`config.mk`:
```
export PLATFORM = sky130hd
export DESIGN_NAME = seq_mul_add_n
export DESIGN_NICKNAME = d
export VERILOG_FILES = /design/src/rtl/seq_mul_add_n.sv
export SDC_FILE = /design/constraint.sdc
export NUM_CORES = 1
export LEC_CHECK = 0
export ABC_CLOCK_PERIOD_IN_PS = 2100
export CAP_MARGIN = 20
export CORE_MARGIN = 1.5
export CORE_UTILIZATION = 35
export CTS_CLUSTER_DIAMETER = 60
export DETAILED_ROUTE_END_ITERATION = 10
export PLACE_DENSITY = 0.53
export SETUP_SLACK_MARGIN = 0.3
export SLEW_MARGIN = 20
export SYNTH_ARGS = -nofsm -noshare
export SYNTH_HDL_FRONTEND = slang
export SYNTH_SLANG_ARGS = --single-unit
export TNS_END_PERCENT = 30
```
`constraint.sdc`:
```
create_clock -name clkP -period 2.1 [get_ports clkP]
set_input_delay 0.525 -clock clkP [delete_from_list [all_inputs] [get_ports clkP]]
set_output_delay 0.525 -clock clkP [all_outputs]
set_load 0.05 [all_outputs]
```
`src/rtl/seq_mul_add_n.sv`:
```
`default_nettype none
// ============================================================================
//  Module   : seq_mul_add_n
//  Purpose  : Sequential sum-of-products engine (shift-add multiplier,
//             on-chip operand pairs, accumulate mode, sticky overflow).
//  Revision : 1.0
// ============================================================================
module seq_mul_add_n #(
    parameter int WIDTH  = 4,
    parameter int NPAIRS = 2,
    parameter int SELW   = 1,
    parameter int ACCW   = 9
) (
    input  logic                 clkP,
    input  logic                 resN,
    input  logic                 wrEn,
    input  logic [SELW-1:0]      wrSel,
    input  logic [2*WIDTH-1:0]   wrData,
    input  logic                 start,
    input  logic                 accMode,
    output logic [ACCW-1:0]      result,
    output logic                 busy,
    output logic                 done,
    output logic                 ovf
);

    localparam int PW   = 2 * WIDTH;
    localparam int CNTW = $clog2(WIDTH + 1);

    localparam logic [SELW:0]     c_npairs   = (SELW + 1)'(NPAIRS);
    localparam logic [SELW-1:0]   c_last_idx = SELW'(NPAIRS - 1);
    localparam logic [CNTW-1:0]   c_last_cnt = CNTW'(WIDTH - 1);

    typedef enum logic [1:0] {
        S_IDLE = 2'd0,
        S_MUL  = 2'd1,
        S_ADD  = 2'd2,
        S_DONE = 2'd3
    } state_t;

    state_t             r_state;
    logic [PW-1:0]      r_pair [NPAIRS];
    logic [SELW-1:0]    r_idx;
    logic [CNTW-1:0]    r_cnt;
    logic [PW-1:0]      r_mcand;
    logic [WIDTH-1:0]   r_mplier;
    logic [PW-1:0]      r_prod;
    logic [ACCW-1:0]    r_acc;

    logic [ACCW:0]      w_sum;
    logic [SELW-1:0]    w_next_idx;
    logic               w_sel_ok;

    // The extra top bit of the sum is the carry that feeds the sticky flag.
    assign w_sum      = {1'b0, r_acc} + (ACCW + 1)'(r_prod);
    assign w_next_idx = r_idx + 1'b1;
    assign w_sel_ok   = ({1'b0, wrSel} < c_npairs);

    always_ff @(posedge clkP or negedge resN) begin
        if (!resN) begin
            r_state  <= S_IDLE;
            r_idx    <= '0;
            r_cnt    <= '0;
            r_mcand  <= '0;
            r_mplier <= '0;
            r_prod   <= '0;
            r_acc    <= '0;
            result   <= '0;
            busy     <= 1'b0;
            done     <= 1'b0;
            ovf      <= 1'b0;
            for (int i = 0; i < NPAIRS; i++) begin
                r_pair[i] <= '0;
            end
        end else begin
            done <= 1'b0;
            case (r_state)
                S_IDLE: begin
                    if (start) begin
                        r_idx    <= '0;
                        r_cnt    <= '0;
                        r_mcand  <= PW'(r_pair[0][PW-1:WIDTH]);
                        r_mplier <= r_pair[0][WIDTH-1:0];
                        r_prod   <= '0;
                        r_acc    <= accMode ? result : '0;
                        if (!accMode) begin
                            ovf <= 1'b0;
                        end
                        busy     <= 1'b1;
                        r_state  <= S_MUL;
                    end else if (wrEn && !done && w_sel_ok) begin
                        // The completion-pulse cycle still refuses operand writes.
                        r_pair[wrSel] <= wrData;
                    end
                end
                S_MUL: begin
                    if (r_mplier[0]) begin
                        r_prod <= r_prod + r_mcand;
                    end
                    r_mcand  <= r_mcand << 1;
                    r_mplier <= r_mplier >> 1;
                    if (r_cnt == c_last_cnt) begin
                        r_state <= S_ADD;
                    end else begin
                        r_cnt <= r_cnt + 1'b1;
                    end
                end
                S_ADD: begin
                    r_acc <= w_sum[ACCW-1:0];
                    if (w_sum[ACCW]) begin
                        ovf <= 1'b1;
                    end
                    if (r_idx == c_last_idx) begin
                        r_state <= S_DONE;
                    end else begin
                        r_idx    <= w_next_idx;
                        r_cnt    <= '0;
                        r_mcand  <= PW'(r_pair[w_next_idx][PW-1:WIDTH]);
                        r_mplier <= r_pair[w_next_idx][WIDTH-1:0];
                        r_prod   <= '0;
                        r_state  <= S_MUL;
                    end
                end
                S_DONE: begin
                    result  <= r_acc;
                    done    <= 1'b1;
                    busy    <= 1'b0;
                    r_state <= S_IDLE;
                end
                default: begin
                    r_state <= S_IDLE;
                end
            endcase
        end
    end

endmodule
`default_nettype wire

```
==> implementation parameters, run 1 <==
Parameter                              Value

Outcome
  Status    completed

STA
  Max Slew Vio Count    0
  Max frequency    0.509 GHz
  Final setup viols    0
  Setup clock skew after layout    0.00709 ns
  Transition at the pin with the smallest max-transition slack    0.492 ns
  Endpoints failing hold    0
  Final clock period utilization by the worst path    93.6%
  Tightest slew margin relative to the limit    67.3%
  Minimum clock period    1.97 ns
  Final setup margin    0.135 ns
  RSZ-0062 raised after global routing    yes

Logic synthesis
  Cells after synthesis    321
  Share of the yosys chip area belonging to registers    46.1%
  Post-Synth XOR/XNOR Area    2.56%
  Number of warning messages in the yosys log    0
  Number of enable flip-flop cells after synthesis    0
  Dominant combinational cell family by area after synthesis    compound AO/OA/AOI/OAI gates
  Area of the mapped netlist    3420 um2
  Mux share of post-synthesis cell area    9.11%
  Synthesized-area fraction occupied by and/or/nand/nor cells    12.0%
  Flip-flop cell with the highest count after synthesis    sky130_fd_sc_hd__dfrtp_1
  Mean post-synth cell area    10.7 um2
  Share of the synthesized area in compound gates (AO/OA/AOI/OAI)    18.7%
  Synthesized Nets    358
  Share of async-settable or async-resettable flops after synthesis    100%
  Area share of fa/ha/maj cells after synthesis    8.85%
  Flip-flop and latch count after synthesis    63
  Number of distinct library cell variants in the gate-level netlist after synthesis    44

GRT
  Global-route wire length before repair    13,900 um
  Global-route total usage across every layer    17.5%
  Initial antenna violation count    0
  Total gr overflow    0
  Via count of the first global-routing pass    2,773
  Pin count of the biggest net entering global routing    64

Drt
  Length of the first detailed-routing pass in iterations    4
  Drt initial violations    95
  Routed via count divided by cell count    5.10
  Detailed Route WL    8070 um
  Antenna-violating nets left    0
  DR WL/cell    15.1 um
  Via count    2,732
  Post-route DRC    0

Critical path
  Worst setup startpoint    r_prod[1]$_DFFE_PN0P_
  Crit. End Element    flip-flop
  Required time of the critical path    2.33 ns
  Top fanout value on the critical path    2
  Reg-to-reg startpoint    r_prod[1]$_DFFE_PN0P_
  Worst setup endpoint    r_prod[7]$_DFFE_PN0P_
  Worst r2r dst    r_prod[7]$_DFFE_PN0P_
  Arr. time, crit path    2.19 ns
  Critical path launch point type    flip-flop
  Setup CP Type    reg2reg
  Setup slack of the most critical reg-to-reg path    0.13 ns
  Number of cell instances on the worst register-to-register path    7

Worst hold path
  Kind of path behind the tightest hold check    in2async

Clock network
  CTS clk-pin slew, worst paths    0.08 ns
  CTS Buf Count    9
  Root buffer selected by CTS    sky130_fd_sc_hd__clkbuf_8
  Clock insertion delay at the later pin of the skew report    0.35 ns
  Number of H-tree levels    3
  Count of hold buffers inserted by post-cts repair    0
  Clock tree from TritonCTS    yes
  CTS Sinks    63
  Max Root-Sink Buffers    2

Power
  Power density relative to cell area    1480 nW/um2
  Maximum resistive drop on vdd    0.656 mV
  Static leakage    2.10 nW

Finish
  Non-filler cells, final    536
  Fin nets    439
  Fillers    908
  Layout cell share with drive strength beyond 1    33.2%
  N_diodes    0
  Relative area change from synthesis to final layout    34.3%
  Highest-count cells in the layout ignoring fill and taps    sky130_fd_sc_hd__dfrtp_1 (61), sky130_fd_sc_hd__buf_4 (54), sky130_fd_sc_hd__mux2_2 (25)
  Leading cell type in the layout, fill and taps excluded    sky130_fd_sc_hd__dfrtp_1

Placed design
  Final weighted congestion in routability-driven placement    0.768
  Worst slack, placed    -0.130 ns
  Number of cells in the design after placement    505
  Sum of net half-perimeters after detailed placement    5680 um
  Count of input and output buffers    25

Die
  Die Span X    102 um
  Die Height    102 um
  Starting utilization of the core area    36.5%
  Number of top-level pins    26
  Site row count    35
  Die Area    10,400 um2
  Floorplan core area    9370 um2

Flow run
  Number of max-cap violations    0
==> state kept, by name, indices dropped and copies added (netlist names), 2 cells and up <==
register / cells
r_pair: 16
r_acc: 9
result: 9
r_mcand: 8
r_prod: 8
r_mplier: 4
r_cnt: 3
r_state: 2
==> Yosys cell counts (all sizes together) (2+ instances only) <==
| master | instances | share of area (%) |
|---|---|---|
| and3 | 4 | 0.73 |
| xnor2 | 7 | 1.8 |
| nand3 | 8 | 1.2 |
| dfrtp | 63 | 46 |
| a211oi | 3 | 0.66 |
| a22oi | 2 | 0.44 |
| buf | 3 | 0.44 |
| nor2 | 26 | 2.9 |
| nand2b | 4 | 0.81 |
| xor2 | 3 | 0.77 |
| a221o | 4 | 1.2 |
| nor2b | 6 | 1.1 |
| a22o | 14 | 3.6 |
| a21oi | 16 | 2.6 |
| fa | 2 | 1.2 |
| nand4b | 2 | 0.51 |
| o21a | 3 | 0.66 |
| o21bai | 2 | 0.44 |
| a221oi | 6 | 1.5 |
| mux2 | 25 | 8.2 |
| o21ai | 17 | 2.5 |
| inv | 13 | 1.4 |
| o31ai | 4 | 0.88 |
| a21o | 7 | 1.5 |
| clkbuf | 7 | 0.77 |
| ha | 21 | 7.7 |
| a31oi | 4 | 0.73 |
| nor3 | 4 | 0.59 |
| nand2 | 24 | 2.6 |
| nor4b | 2 | 0.95 |
| o22ai | 6 | 1.1 |
| mux2i | 3 | 0.88 |
==> through the flow <==
stage / util [%] / power, W / area (um2) / hold slack [ns] / setup TNS, ns
floorplan: - / 0.00417 / 3470 / 0.229 / 0
global placement: 44.2 / 0.00538 / 4140 / 0.488 / -1.44
detailed placement: 44.2 / 0.00545 / 4140 / 0.491 / -2.46
CTS: 47.9 / 0.00666 / 4490 / 0.191 / 0
global route: 49.0 / 0.00735 / 4590 / 0.201 / 0
finish: 49.0 / 0.00679 / 4590 / 0.181 / 0
==> logic make-up after synthesis <==
kind of cell,count (synthesis)
XOR/XNOR,10
multiplexers,28
AO/OA/AOI/OAI,91
AND/OR/NAND/NOR,83
flip-flops,63
buffers and inverters,23
adder cells (fa/ha/maj),23
==> final cells by class <==
class,count,area [um2],area share (%)
Tap cell,129,161,3.51
Clock inverter,7,77.6,1.69
Timing Repair Buffer,80,666,14.5
Clock buffer,9,124,2.70
Multi-Input combinational cell,235,1940,42.2
Inverter,13,48.8,1.06
Sequential cell,63,1580,34.4
==> report_power, final <==
group	switching (W)	internal (W)
registers	0.000398	0.00169
logic	0.00190	0.00171
clock network	0.000530	0.000560
==> how the worst min path moves through the flow <==
stage                                  endpoint            start  cells after the start
after detailed placement        ovf$_DFFE_PN0P_  ovf$_DFFE_PN0P_                      2
after floorplan                busy$_DFFE_PN0P_             resN                      0
after global routing      result[6]$_DFFE_PN0P_             resN                      2
after CTS                 result[6]$_DFFE_PN0P_             resN                      2
final                      r_acc[6]$_DFFE_PN0P_             resN                      2
after global placement          ovf$_DFFE_PN0P_  ovf$_DFFE_PN0P_                      2
==> layer usage <==
metal  global-route usage [%]  part of all wire [%]
met4                     5.06                   1.4
met2                     27.9                    46
met5                        0                     0
met3                     3.83                   2.8
met1                     24.1                    50
==> critical path: stages, from the launching register on <==
cell and delay [ns]:
sky130_fd_sc_hd__dfrtp_2 0.44, sky130_fd_sc_hd__ha_4 0.26, sky130_fd_sc_hd__a21o_1 0.14, sky130_fd_sc_hd__nand4_1 0.15, sky130_fd_sc_hd__and3_4 0.20, sky130_fd_sc_hd__a311oi_4 0.30, sky130_fd_sc_hd__nor4b_2 0.09, sky130_fd_sc_hd__a311o_1 0.28
==> what timing repair did <==
action,in CTS,in global routing
resized for setup,34,14
pin swaps,16,22
setup endpoints to repair,49,54
setup buffers,9,6
(Power assumes the default switching activity.)
==> run 2: changes to the inputs <==
ABC_CLOCK_PERIOD_IN_PS = 1800   (was 2100)
PLACE_DENSITY = 0.5   (was 0.53)
REMOVE_ABC_BUFFERS = 1   (was unset)
clock period = 1.8 ns   (was 2.1 ns; I/O delays follow)
==> implementation parameters, run 2 (synthesis gave the netlist of run 1 again) <==
Parameter                              Value

Finish
  Max reg flops    16
  Biggest regs    r_pair (16), r_acc (9), result (9)
  Highest-count cells in the layout ignoring fill and taps    sky130_fd_sc_hd__buf_4 (74), sky130_fd_sc_hd__dfrtp_1 (60), sky130_fd_sc_hd__buf_6 (20)
  Relative area change from synthesis to final layout    53.9%
  Layout cell share with drive strength beyond 1    49.4%
  Top reg by flops    r_pair
  N_diodes    0
  Non-filler cells, final    570
  Fin util    56.2%
  Fin nets    473
  Leading cell type in the layout, fill and taps excluded    sky130_fd_sc_hd__buf_4

Power
  Clk network pwr share    12.6%
  Power density relative to cell area    1850 nW/um2
  Static leakage    2.46 nW
  Net switching component of the power    0.00397 W
  Maximum resistive drop on vdd    0.875 mV
  Cell Int Power    0.00575 W
  Share of total power in sequential cells    25.8%
  Part of the power in combinational logic    61.6%
  Fraction of power spent switching nets    40.9%

Placed design
  Worst slack, placed    -0.302 ns
  Sum of net half-perimeters after detailed placement    5920 um
  Count of input and output buffers    25
  Final weighted congestion in routability-driven placement    0.750
  Number of cells in the design after placement    536

Critical path
  Top fanout value on the critical path    4
  Required time of the critical path    2.02 ns
  Setup CP Type    reg2reg
  Worst setup startpoint    r_prod[1]$_DFFE_PN0P_
  Crit. End Element    flip-flop
  Critical path launch point type    flip-flop
  Reg-to-reg startpoint    r_prod[1]$_DFFE_PN0P_
  Arr. time, crit path    2.17 ns

Clock network
  CTS Buf Count    9
  Clock tree from TritonCTS    yes
  Max Root-Sink Buffers    2
  Count of hold buffers inserted by post-cts repair    0
  Clock insertion delay at the later pin of the skew report    0.34 ns
  Root buffer selected by CTS    sky130_fd_sc_hd__clkbuf_8
  CTS clk-pin slew, worst paths    0.07 ns
  CTS Sinks    63
  Number of H-tree levels    3

STA
  Final setup viols    7
  Endpoints failing hold    0
  Worst hold margin    0.0984 ns
  Tightest slew margin relative to the limit    73.8%
  Minimum clock period    1.95 ns
  Transition at the pin with the smallest max-transition slack    0.392 ns
  RSZ-0062 raised after global routing    yes
  Final clock period utilization by the worst path    109%
  Final setup margin    -0.155 ns
  Max Slew Vio Count    0
  Setup clock skew after layout    0.0148 ns
  Max frequency    0.512 GHz

Outcome
  Status    complete, but fails checks
  Violated checks    setup timing

Drt
  Antenna-violating nets left    0
  Via count    2,933
  Drt initial violations    129
  Post-route DRC    0
  DR WL/cell    16.0 um
  Length of the first detailed-routing pass in iterations    4
  Detailed Route WL    9130 um
  Routed via count divided by cell count    5.15

GRT
  Highest-utilization routing layer at the global route stage    met2
  Global-route wire length before repair    14,900 um
  Total gr overflow    0
  Global-route total usage across every layer    18.6%
  Global Route met2 Usage    29.5%
  Initial antenna violation count    0
  Via count of the first global-routing pass    2,878
  Pin count of the biggest net entering global routing    64
  M3 GR Usage    4.17%
  Global routing usage on met1    26.2%

Die
  Die Span X    102 um
  Floorplan core area    9370 um2
  Die Height    102 um
  Starting utilization of the core area    36.5%
  Site row count    35
  Number of top-level pins    26
  Die Area    10,400 um2

Worst hold path
  Kind of path behind the tightest hold check    in2async

Flow run
  Number of max-cap violations    0
==> run 2: cell types whose count changed in the layout (fill, tap and decap cells not counted), sizes merged <==
cell | before | now
inv | 16 | 13
dlygate4sd2 | 7 | 0
clkinvlp | 1 | 0
clkinv | 2 | 3
o21a | 3 | 4
clkdlybuf4s15 | 3 | 0
buf | 59 | 101
dlymetal6s2s | 0 | 1
clkbuf | 9 | 12
==> run 2: what timing repair did <==
action,CTS,global route
resized for setup,102,45
endpoints found under the setup margin,51,51
setup buffers,8,8
pin swaps,53,46
cloned,2,0
==> run 2: cell type report <==
class,instances,area (um2)
Clock buffer,12,145
Clock inverter,4,45.0
Fill cell,819,4110
Inverter,13,51.3
Multi-Input combinational cell,236,2280
Sequential cell,63,1580
Tap cell,129,161
Timing Repair Buffer,113,998
==> run 2: final timing paths <==
check	endpoint	slack, ns	depth (start not counted)
max in group asynchronous	r_prod[0]$_DFFE_PN0P_	1.35	2
min in group clkP	r_pair[1]$_DFFE_PN0P_	0.51	1
worst max-delay path	r_prod[7]$_DFFE_PN0P_	-0.15	7
worst max register to register	r_prod[7]$_DFFE_PN0P_	-0.15	7
worst min register to register	r_pair[1]$_DFFE_PN0P_	0.51	1
worst min-delay path	r_mcand[5]$_DFFE_PN0P_	0.1	2
==> run 2: critical path, cell delays in order, from the launching register on <==
cell                       delay, ns
sky130_fd_sc_hd__dfrtp_1        0.43
sky130_fd_sc_hd__ha_1           0.30
sky130_fd_sc_hd__a21o_1         0.21
sky130_fd_sc_hd__nand4_1        0.10
sky130_fd_sc_hd__nand2_1        0.09
sky130_fd_sc_hd__a311oi_2       0.36
sky130_fd_sc_hd__nor4b_2        0.08
sky130_fd_sc_hd__a311o_1        0.27
==> run 2: per-stage QoR <==
stage	area [um2]	power, W	setup TNS, ns
floorplan	3380	0.00473	-1.46
global placement	4310	0.00658	-9.25
detailed placement	4310	0.00667	-10.54
CTS	5000	0.00906	-0.558
global route	5260	0.0104	-1.38
finish	5260	0.00972	-0.606
==> run 2: power by group through the flow <==
stage	combinational (W)	sequential (W)	clock [W]
floorplan	0.00207	0.00265	0
global placement	0.00417	0.00241	0
detailed placement	0.00425	0.00242	0
CTS	0.00535	0.00245	0.00126
global route	0.00644	0.00257	0.00134
finish	0.00598	0.00251	0.00123
==> run 2: routing by layer <==
metal	wire (um)	part of all wire, %	up-vias
met4	70	0.77	0
li1	-	-	1414
met2	4440	49	60
met1	4350	48	1453
met3	265	2.9	6
met5	0	0	-
==> run 3: changes to the inputs <==
GPL_TIMING_DRIVEN = 0   (was unset)
SLEW_MARGIN = unset   (was 20)
==> implementation parameters, run 3 (synthesis gave the netlist of run 1 again) <==
Parameter                              Value

Outcome
  Status    complete, but fails checks
  Violated checks    setup timing

Drt
  Length of the first detailed-routing pass in iterations    4
  Post-route DRC    0
  Antenna-violating nets left    0
  Routed via count divided by cell count    5.22
  Drt initial violations    153
  Via count    2,745
  Detailed Route WL    8620 um
  DR WL/cell    16.4 um

Clock network
  Root buffer selected by CTS    sky130_fd_sc_hd__clkbuf_8
  Clock insertion delay at the later pin of the skew report    0.35 ns
  Number of H-tree levels    3
  CTS clk-pin slew, worst paths    0.08 ns
  CTS Buf Count    9
  Max Root-Sink Buffers    2
  Clock tree from TritonCTS    yes
  Count of hold buffers inserted by post-cts repair    0
  CTS Sinks    63

Die
  Die Area    10,400 um2
  Die Span X    102 um
  Starting utilization of the core area    36.5%
  Die Height    102 um
  Floorplan core area    9370 um2
  Number of top-level pins    26
  Site row count    35

Placed design
  Count of input and output buffers    25
  Final weighted congestion in routability-driven placement    0.779
  Worst slack, placed    -0.967 ns
  Sum of net half-perimeters after detailed placement    4960 um

Flow run
  Number of max-cap violations    0

Finish
  Area of the multi-input gates    2270 um2
  Top reg by flops    r_pair
  Fillers    859
  Max reg flops    16
  N_diodes    0
  Highest-count cells in the layout ignoring fill and taps    sky130_fd_sc_hd__dfrtp_1 (58), sky130_fd_sc_hd__buf_4 (31), sky130_fd_sc_hd__nor2_1 (17), sky130_fd_sc_hd__nand2_1 (17), sky130_fd_sc_hd__mux2_2 (17)
  Reg area    1580 um2
  Fin nets    429
  Relative area change from synthesis to final layout    42.6%
  Fin util    52.0%
  Layout cell share with drive strength beyond 1    44.1%
  Biggest regs    r_pair (16), r_acc (9), result (9)
  Leading cell type in the layout, fill and taps excluded    sky130_fd_sc_hd__dfrtp_1

Critical path
  Worst r2r dst    r_prod[4]$_DFFE_PN0P_
  Required time of the critical path    2.04 ns
  Critical-path top delay cell    sky130_fd_sc_hd__dfrtp_2
  Setup slack of the most critical reg-to-reg path    -0.10 ns
  CP peak stage delay    0.47 ns
  Cell-by-cell trace of the critical path    buf_4 -> fa_2 -> a21o_1 -> a21oi_2 -> xor2_1 -> o22ai_1 -> a22o_1
  Top fanout value on the critical path    4
  Critical path launch point type    flip-flop
  Crit. End Element    flip-flop
  Setup CP Type    reg2reg
  Reg-to-reg startpoint    r_prod[1]$_DFFE_PN0P_
  Crit path buffers/inverters    1
  Number of cell instances on the worst register-to-register path    7
  Kind of cell adding the most delay to the critical path    compound AO/OA/AOI/OAI gates
  Arr. time, crit path    2.14 ns

Power
  Fraction of power spent switching nets    42.4%
  Net switching component of the power    0.00390 W
  Static leakage    2.15 nW
  Clk network pwr share    15.6%
  Maximum resistive drop on vdd    0.866 mV
  Power density relative to cell area    1890 nW/um2
  Cell Int Power    0.00529 W
  Part of the power in combinational logic    56.5%
  Share of total power in sequential cells    27.9%

STA
  Minimum clock period    1.90 ns
  Max Slew Vio Count    0
  Transition at the pin with the smallest max-transition slack    0.823 ns
  Max frequency    0.525 GHz
  Final setup viols    8
  Final setup margin    -0.104 ns
  RSZ-0062 raised after global routing    yes
  Setup clock skew after layout    0.00987 ns
  Endpoints failing hold    0
  Final clock period utilization by the worst path    106%
  Tightest slew margin relative to the limit    45.1%

GRT
  Global-route wire length before repair    13,700 um
  Pin count of the biggest net entering global routing    64
  Total gr overflow    0
  Global-route total usage across every layer    17.3%
  Via count of the first global-routing pass    2,655
  Initial antenna violation count    0

Worst hold path
  Kind of path behind the tightest hold check    in2async
run 3: cell types whose count changed in the layout (fill, tap and decap cells not counted), moves of 3 or more:
cell | before | now
sky130_fd_sc_hd__inv_6 | 0 | 3
sky130_fd_sc_hd__buf_4 | 74 | 31
sky130_fd_sc_hd__mux2_4 | 16 | 8
sky130_fd_sc_hd__a21oi_1 | 9 | 12
sky130_fd_sc_hd__clkinv_2 | 3 | 0
sky130_fd_sc_hd__a21oi_2 | 6 | 3
sky130_fd_sc_hd__nand2_4 | 3 | 0
sky130_fd_sc_hd__mux2_2 | 9 | 17
sky130_fd_sc_hd__buf_2 | 2 | 9
sky130_fd_sc_hd__buf_6 | 20 | 11
run 3: worst max-delay path by stage:
stage / from / endpoint / cells past startpoint
final: r_prod[1]$_DFFE_PN0P_ / r_prod[4]$_DFFE_PN0P_ / 7
after global routing: r_mplier[0]$_DFFE_PN0P_ / r_prod[7]$_DFFE_PN0P_ / 5
after CTS: r_prod[1]$_DFFE_PN0P_ / r_prod[7]$_DFFE_PN0P_ / 7
after detailed placement: start / r_prod[7]$_DFFE_PN0P_ / 6
after global placement: resN / busy$_DFFE_PN0P_ / 1
after floorplan: r_state[0]$_DFFE_PN0P_ / r_prod[7]$_DFFE_PN0P_ / 7
run 3: area by class of cell:
class                      instances  area share [%]
inverter                          13            1.31
clock buffer                       9            2.54
tap                              129            3.31
timing repair buffer              67            11.7
multi-input combinational        238            46.6
sequential                        63            32.5
clock inverter                     7            2.10
run 3: worst register-to-register path: cells and delay by family, from the launching register on:
kind	cells	cell delay (ns)
flops	1	0.47
fa+ha+maj	1	0.38
xor+xnor	1	0.16
buf+inv	1	0.17
compound gates	4	0.62
run 3: per-layer routing:
layer | global-route usage [%] | vias up | share of wire, %
li1 | - | 1333 | -
met1 | 23.1 | 1371 | 47
met2 | 28.6 | 36 | 49
met3 | 3.56 | 5 | 2.8
met4 | 5.06 | 0 | 0.78
met5 | 0 | - | 0
run 3: power groups by stage:
| stage | Clock (W) | Combinational, W | Sequential, W |
|---|---|---|---|
| 2_1_floorplan | 0 | 0.00207 | 0.00265 |
| 3_3_place_gp | 0 | 0.00314 | 0.00248 |
| 3_5_place_dp | 0 | 0.00318 | 0.00250 |
| 4_1_cts | 0.00147 | 0.00425 | 0.00250 |
| 5_1_grt | 0.00153 | 0.00565 | 0.00264 |
| 6_report | 0.00143 | 0.00520 | 0.00257 |
run 3: timing repair:
action                                  4_1_cts  5_1_grt
hold endpoints to repair                      0        0
gates cloned                                  2        1
buffers inserted                             28       14
pin swaps                                    33       55
resized for setup                           129       69
endpoints found under the setup margin       73       54
run 3: through the flow:
stage          TNS, ns  power, W  area, um2  hold WS (ns)  instances
6_report        -0.475   0.00919       4880         0.184        526
5_1_grt          -1.44   0.00982       4880         0.265        526
4_1_cts         -0.710   0.00821       4480         0.233        511
3_5_place_dp    -30.01   0.00568       3790         0.494        465
3_3_place_gp   -154.57   0.00562       3790         0.490        465
2_1_floorplan    -1.46   0.00473       3380         0.154        311
